## config.mk

```make
export PLATFORM = sky130hd
export DESIGN_NAME = icache_refill
export DESIGN_NICKNAME = d
export VERILOG_FILES = /design/src/rtl/icache_refill_pkg.sv /design/src/rtl/icache_line_assembler.sv /design/src/rtl/icache_refill.sv
export SDC_FILE = /design/constraint.sdc
export NUM_CORES = 1
export LEC_CHECK = 0
export CORE_UTILIZATION = 45
export DETAILED_ROUTE_END_ITERATION = 6
export PLACE_DENSITY = 0.79
export SLEW_MARGIN = 30
export SYNTH_ARGS = -nofsm -noshare
export SYNTH_HDL_FRONTEND = slang
export SYNTH_SLANG_ARGS = --single-unit
```

## constraint.sdc

```tcl
create_clock -name clk -period 2.6 [get_ports clk]
set_clock_uncertainty 0.05 [all_clocks]
set_input_delay 0.26 -clock clk [delete_from_list [all_inputs] [get_ports clk]]
set_output_delay 0.26 -clock clk [all_outputs]
set_load 0.01 [all_outputs]
```

## src/rtl/icache_refill_pkg.sv

```systemverilog
// Shared types and helpers for the I-cache line-fill engine.
// Default geometry: 128-bit line, 32-bit beats, 16 sets, 2 ways.
package icache_refill_pkg;

    typedef enum logic [1:0] {
        IDLE  = 2'd0,
        REQ   = 2'd1,
        RECV  = 2'd2,
        WRITE = 2'd3
    } state_t;

    localparam int BEATS = 4;
    localparam int OFF   = 4;

    function automatic int beats_of(input int line_bits, input int beat_bits);
        return line_bits / beat_bits;
    endfunction

    function automatic int off_of(input int line_bits);
        return $clog2(line_bits / 8);
    endfunction

    // Clears the byte-offset bits so the memory side always sees a line-aligned read.
    function automatic logic [63:0] line_align(input logic [63:0] addr, input int off);
        return (addr >> off) << off;
    endfunction

endpackage

```

## src/rtl/icache_line_assembler.sv

```systemverilog
// Collects memory return beats into a full cache line and flags rlast mismatches.
// Beat 0 lands in the lowest word of the line.
module icache_line_assembler #(
    parameter int data_width = 128,
    parameter int beat_width = 32
) (
    input  logic                  clk,
    input  logic                  rstn,
    input  logic                  clear,
    input  logic                  beat_valid,
    input  logic [beat_width-1:0] beat_data,
    input  logic                  beat_last,
    output logic [data_width-1:0] line,
    output logic                  full,
    output logic                  err
);

    localparam int beats = data_width / beat_width;
    localparam int cnt_w = (beats > 1) ? $clog2(beats) : 1;
    localparam logic [cnt_w-1:0] last_idx = cnt_w'(beats - 1);

    logic [cnt_w-1:0] cnt;
    logic             on_last;

    assign on_last = (cnt == last_idx);
    assign full    = beat_valid && on_last;

    always_ff @(posedge clk or negedge rstn) begin
        if (!rstn) begin
            cnt  <= '0;
            line <= '0;
            err  <= 1'b0;
        end else if (clear) begin
            cnt <= '0;
            err <= 1'b0;
        end else if (beat_valid) begin
            line[cnt*beat_width +: beat_width] <= beat_data;
            cnt <= on_last ? '0 : cnt_w'(cnt + 1'b1);
            // rlast must appear on the final beat and nowhere else; the beat is kept regardless.
            if (beat_last != on_last)
                err <= 1'b1;
        end
    end

endmodule

```

## src/rtl/icache_refill.sv

```systemverilog
// I-cache line-fill engine: one miss -> one line read -> one data-array write.
// Optional macro ICACHE_REFILL_BYPASS_EN adds a fetch bypass of the assembled line.
//
// state | meaning
// IDLE  | ready for a miss; latch address, index and victim way on miss_valid
// REQ   | line read request held until mem_req_ready
// RECV  | accept return beats into the line buffer
// WRITE | single-cycle data-array write and refill_done pulse
module icache_refill
    import icache_refill_pkg::*;
#(
    parameter int addr_width  = 4,
    parameter int data_width  = 128,
    parameter int beat_width  = 32,
    parameter int way         = 2,
    parameter int paddr_width = 32
) (
    input  logic                   clk,
    input  logic                   rstn,
    input  logic                   miss_valid,
    output logic                   miss_ready,
    input  logic [paddr_width-1:0] miss_paddr,
    input  logic [way-1:0]         miss_way,
    output logic                   mem_req_valid,
    input  logic                   mem_req_ready,
    output logic [paddr_width-1:0] mem_req_addr,
    input  logic                   mem_rvalid,
    output logic                   mem_rready,
    input  logic [beat_width-1:0]  mem_rdata,
    input  logic                   mem_rlast,
    output logic [data_width-1:0]  Data_din_write,
    output logic [addr_width-1:0]  Data_addr_write,
    output logic [way-1:0]         Data_we,
    output logic                   refill_done,
`ifdef ICACHE_REFILL_BYPASS_EN
    output logic                   bypass_valid,
    output logic [data_width-1:0]  bypass_line,
`endif
    output logic                   refill_err
);

    localparam int off = off_of(data_width);

    state_t                 state, state_nxt;
    logic                   accept;
    logic                   line_full;
    logic [data_width-1:0]  line;
    logic [paddr_width-1:0] line_addr_q;
    logic [addr_width-1:0]  index_q;
    logic [way-1:0]         way_q;

    assign accept = miss_ready && miss_valid;

    always_ff @(posedge clk or negedge rstn) begin
        if (!rstn) begin
            state <= IDLE;
        end else begin
            state <= state_nxt;
        end
    end

    always_comb begin
        state_nxt = state;
        case (state)
            IDLE:    if (miss_valid)    state_nxt = REQ;
            REQ:     if (mem_req_ready) state_nxt = RECV;
            RECV:    if (line_full)     state_nxt = WRITE;
            WRITE:                      state_nxt = IDLE;
            default:                    state_nxt = IDLE;
        endcase
    end

    always_comb begin
        miss_ready    = 1'b0;
        mem_req_valid = 1'b0;
        mem_rready    = 1'b0;
        Data_we       = '0;
        refill_done   = 1'b0;
        case (state)
            IDLE:  miss_ready    = 1'b1;
            REQ:   mem_req_valid = 1'b1;
            RECV:  mem_rready    = 1'b1;
            WRITE: begin
                Data_we     = way_q;
                refill_done = 1'b1;
            end
            default: miss_ready = 1'b0;
        endcase
    end

    always_ff @(posedge clk or negedge rstn) begin
        if (!rstn) begin
            line_addr_q <= '0;
            index_q     <= '0;
            way_q       <= '0;
        end else if (accept) begin
            line_addr_q <= paddr_width'(line_align(64'(miss_paddr), off));
            index_q     <= miss_paddr[off+addr_width-1:off];
            way_q       <= miss_way;
        end
    end

    icache_line_assembler #(
        .data_width (data_width),
        .beat_width (beat_width)
    ) u_assembler (
        .clk        (clk),
        .rstn       (rstn),
        .clear      (accept),
        .beat_valid (mem_rvalid && mem_rready),
        .beat_data  (mem_rdata),
        .beat_last  (mem_rlast),
        .line       (line),
        .full       (line_full),
        .err        (refill_err)
    );

    assign mem_req_addr    = line_addr_q;
    assign Data_addr_write = index_q;
    assign Data_din_write  = line;

`ifdef ICACHE_REFILL_BYPASS_EN
    assign bypass_valid = (state == WRITE);
    assign bypass_line  = line;
`endif

endmodule
```

### Word level (Yosys, flattened, before mapping)

Index checks and enable logic that the tools add are counted.

* input port bits: 72
* register bits after elaboration: 167
* logic and storage cells: 45
* output and inout port bits: 171

* add/subtract/negate cells: 2
* equal/unequal tests: 8
* reductions and logical operators: 9
* shifts and indexed selects: 2
* bitwise operators: 1
* multiplexer cells: 16

Operators by type and width (count)
* 128-bit bitwise mux: 1
* 32-bit by 34-bit variable shift with 128-bit output (first input constant): 1
* 32-bit by 34-bit indexed part select with 128-bit output: 1
* 7-bit negator with 34-bit output: 1
* 2-bit two-way mux: 7
* 2-bit case mux with 4 select lines: 1
* 1-bit two-way mux: 7
* 2-bit equality test (second input constant): 3
* 2-bit != test (second input constant): 3
* 2-bit AND reduction: 2
* 2-bit nonzero test: 2
* 1-bit logical AND: 3
* 3-bit AND reduction: 1
* 2-bit by 1-bit adder with 2-bit output (second input constant): 1
* 2-bit by 1-bit equality test with 1-bit output (second input constant): 1
* 2-bit zero test: 1
* 1-bit != test: 1
* 1-bit NOT: 1

### Logic depth before layout (Yosys ltp)

* word-level depth: 6
* mapped depth: 8
* depth with buffers taken out: 5

### Hierarchy

A second synthesis with hierarchy kept.

* cell total of the unflattened synthesis: 632
* area, all modules: 7788.7 um^2

Modules (own cells, without submodules)
* icache_line_assembler: cells each 539, area an instance 6428.7 um^2, times used 1
* icache_refill: cells each 93, area an instance 1360.1 um^2, times used 1

### Worst setup path before layout

OpenSTA, ideal clock, no wires.

* kind: reg-to-reg
* start: reg u_assembler.cnt[0]
* end: reg u_assembler.line[10]
* path slack: 0.751 ns
* stages on the path, launching flop included: 8
* data required time: 2.471 ns
* arrival time: 1.720 ns
* setup time: 0.079 ns
* cell sequence: dfrtp_1 -> inv_1 -> ha_1 -> nor4bb_1 -> buf_2 -> buf_4 -> nand2_1 -> mux2i_1

* cells in the longest elaborated chain, start to end: 3
* elaborated cells on any way between the ends: 4
* those cells by class: add/sub (1); shift (2); mux (1)

Ends and longest elaborated chain
* start, declared: line icache_line_assembler.sv:22 `logic [cnt_w-1:0] cnt;`
* start signal, assigned: line icache_line_assembler.sv:38 `cnt <= on_last ? '0 : cnt_w'(cnt + 1'b1);`
* 7-bit negator with 34-bit output (*): line icache_line_assembler.sv:37 `line[cnt*beat_width +: beat_width] <= beat_data;`
* 32-bit by 34-bit indexed part select with 128-bit output or 32-bit by 34-bit variable shift with 128-bit output (tied branches): line icache_line_assembler.sv:37
* 128-bit bitwise mux (*): line icache_line_assembler.sv:37
* end signal, assigned by index: line icache_line_assembler.sv:37
* end, declared: line icache_line_assembler.sv:13 `output logic [data_width-1:0] line,`

Mark *: on every way between the ends. The rest lies on a longest branch, timed or not.
A chain may end at the register's enable or synchronous reset.

### Worst setup path after layout

* start: reg state[0]
* end: reg u_assembler.line[19]

* cells in the longest elaborated chain, start to end: 5
* elaborated cells on any way between the ends: 8
* those cells by class: eq/ne (1); mux (2); bitwise (1); reduce/logical (4)

Ends and longest elaborated chain
* start, declared: line icache_refill.sv:44 `state_t state, state_nxt;`
* start signal, assigned: line icache_refill.sv:58 `state <= state_nxt;`
* 2-bit zero test: line icache_refill.sv:79 `case (state)`
* 1-bit two-way mux: line icache_refill.sv:79
* 1-bit logical AND: line icache_refill.sv:52 `assign accept = miss_ready && miss_valid;`
* 1-bit NOT (no line)
* 2-bit AND reduction (no line) (*)

Marked as above.

==> impl_metrics.ini <==
[run_status]
status = completed

[setup_path]
startpoint = state[0]
r2r.worst_path.cells = 6
reg2reg_slack_ns = 0.46
regToRegEndpoint = u_assembler.line[19]
end_kind = register
r2r_start = state[0]
critical_path_class = register to register
cp_data_arrival_time_ns = 2.42
start_kind = register
required_ns = 2.88
timing.critical_path.fanout_max = 25

[global_route]
antenna_found_initial = 0
grt-ovfl-total = 0
first_global_vias = 5547
grt_max_degree = 60
grt_pass1_wl_um = 29100
track_usage_pct = 23.18

[synthesis]
ys_warn_count = 0
synthTopCellsByArea = dfrtp_1, mux2i_1, inv_1, nand2_1, mux2_2
avgSynthCellArea_sq_um = 11.10
ys_seq_area_share_pct = 55.61
synth-seq-cells = 163
async_flop_share_pct = 100.0
synth_most_common_cell = dfrtp_1
synth_top_area_share_pct = 55.61
synth_area_leader_cell = dfrtp_1
synth.lib_cells_used.distinct = 25
yosys-top-cells-count = dfrtp_1, inv_1, mux2i_1, nand2_1, mux2_2
ys.flop_type = dfrtp_1
synth_edf_count = 0
syn_area_sq_um = 7335
postSynthCellCount = 661

[cts]
ctsResizeCount = 0
clkSlewWorstSetupHoldPaths_ns = 0.07
cts_buffer_depth = 2
cts-root-buf = clkbuf_16
cts_tree = built
cts_made_buffers = 17
post_cts_buffers = 0
htree_levels = 4
cts_hold_buf = 1
clk_latency_ns = 0.42
cts_sinks = 163

[power]
power.share.clock_pct = 21.4
p_seq_share_pct = 34.2
powerDensity_nw_per_um2 = 1200
swShare_pct = 32.97
p_int_w = 0.008499
pwr-share-comb_pct = 44.4
ir_drop_uv = 696.5
p_leak_nw = 4.529
p_switching_w = 0.004180

[layout]
final_core_util_pct = 66.52
fillCellCount = 1280
design_area_sq_um = 10570
antenna_cells = 0
area_growth_pct = 44.08
drive_gt1_share_pct = 10.10
final_nets = 980

[placement]
post-place-ws_ns = 0.4487
numPortBuffers = 234
dpl_cell_area_sq_um = 9922
routabilityCongestion = 0.7230
hpwl_um = 13080

[sta]
rsz0062_at_grt = false
setup_tns_ns = 0
period_share_pct = 82.25
fin_ws_ns = 0.4615
timing.fmax_mhz = 467.6
tightestPinTransition_ns = 0.5544
timing.final.crit_period_ns = 2.139
setup-violations-final = 0
hold_slack_ns = 0.3236
slew_headroom_pct = 63.04
finalHoldViolCount = 0
drv_slew = 0

[floorplanning]
die_h_um = 129.7
rows = 46
start_util_pct = 46.17
dieWidth_um = 129.7
coreArea_sq_um = 15890
die_area_sq_um = 16810
ioPinCount = 243

[flow_run]
maxCapViolations = 0

[routing]
wire_per_inst_um = 16.59
drc = 0
vias_per_cell = 4.737
drt_pass1_iterations = 5
num_vias = 5339
drt_iter0_drc = 259
drt_wl_total_um = 18700
drtAntennaViolNets = 0

[hold_path]
min_path_type = primary input to asynchronous set/reset pin
routing by layer:
metal | part of all wire, % | up-vias | global-route usage [%]
met1 | 43 | 2623 | 28.72
li1 | - | 2515 | -
met2 | 49 | 179 | 38.60
met4 | 1.7 | 0 | 8.140
met3 | 6.6 | 22 | 6.771
met5 | 0 | - | 0
kinds of logic (layout without fill, tap and decap cells):
logic type | Yosys count | after routing | share of synthesized area (%)
xor gates and xnor gates | 1 | 1 | 0.1194
buffers and inverters | 174 | 421 | 10.97
AOI/OAI and AO/OA | 6 | 6 | 0.5289
DFF | 163 | 163 | 55.61
muxes | 161 | 161 | 22.50
other | 1 | 4 | 0.05113
and+or+nand+nor | 145 | 145 | 8.512
adders and majority gates | 10 | 10 | 1.706
cell usage in the layout (no fill, tap or decap), drive strengths merged:
master | netlist | layout
and2 | 3 | 3
nor3b | 1 | 1
and4bb | 1 | 1
nor2b | 1 | 1
mux2 | 31 | 31
a21oi | 4 | 4
xor2 | 1 | 1
dlygate4sd3 | 0 | 1
bufinv | 0 | 4
conb | 1 | 4
nand2 | 130 | 130
buf | 39 | 22
ha | 10 | 10
clkinvlp | 0 | 2
nor4b | 2 | 2
clkinv | 0 | 5
inv | 133 | 134
nor4bb | 1 | 1
mux2i | 130 | 130
dfrtp | 163 | 163
clkbuf | 2 | 20
o32a | 1 | 1
nor2 | 1 | 1
clkdlybuf4s50 | 0 | 233
and3b | 1 | 1
and3 | 4 | 4
a221oi | 1 | 1
worst max-delay path, cell delays in order, from the launching register on:
cell and delay (ns):
dfrtp_1 0.41, inv_1 0.09, ha_1 0.22, and2_1 0.31
and3_2 0.43, buf_12 0.28, mux2i_1 0.25
registers in the layout (all words and copies together) (netlist names):
register,flops
u_assembler.line,128
mem_req_addr,25
Data_addr_write,3
state,2
u_assembler.cnt,2
way_q,2
u_assembler.err,1
through the flow:
stage	cells	total power, W
6_report	1127	0.01268
5_1_grt	1127	0.01342
4_1_cts	1127	0.01281
3_5_place_dp	1094	0.01006
3_3_place_gp	1094	0.009875
2_1_floorplan	664	0.006814
area by class of cell:
class	count	area, sq um	area share [%]
tap	216	270.3	2.557
timing repair buffer	256	2586	24.47
multi-input combinational	327	2497	23.63
clock inverter	12	178.9	1.693
inverter	133	499.2	4.724
sequential	163	4079	38.60
clock buffer	20	456.7	4.322
how the worst max path moves through the flow:
stage | endpoint | slack (ns) | depth (start not counted)
floorplan | u_assembler.line[10] | 0.75 | 7
global placement | u_assembler.line[48] | 0.51 | 5
detailed placement | u_assembler.line[19] | 0.45 | 5
CTS | u_assembler.line[19] | 0.44 | 6
global route | u_assembler.line[49] | 0.30 | 6
finish | u_assembler.line[19] | 0.46 | 6
power by group through the flow:
stage | sequential, W | clock [W] | combinational (W)
after detailed placement | 0.00438 | 0 | 0.00568
after CTS | 0.00435 | 0.00275 | 0.00571
final | 0.00434 | 0.00271 | 0.00563
after global routing | 0.00449 | 0.00286 | 0.00607
after global placement | 0.00433 | 0 | 0.00554
after floorplan | 0.00487 | 0 | 0.00195
Note: power is estimated with default switching activity, not from simulation.
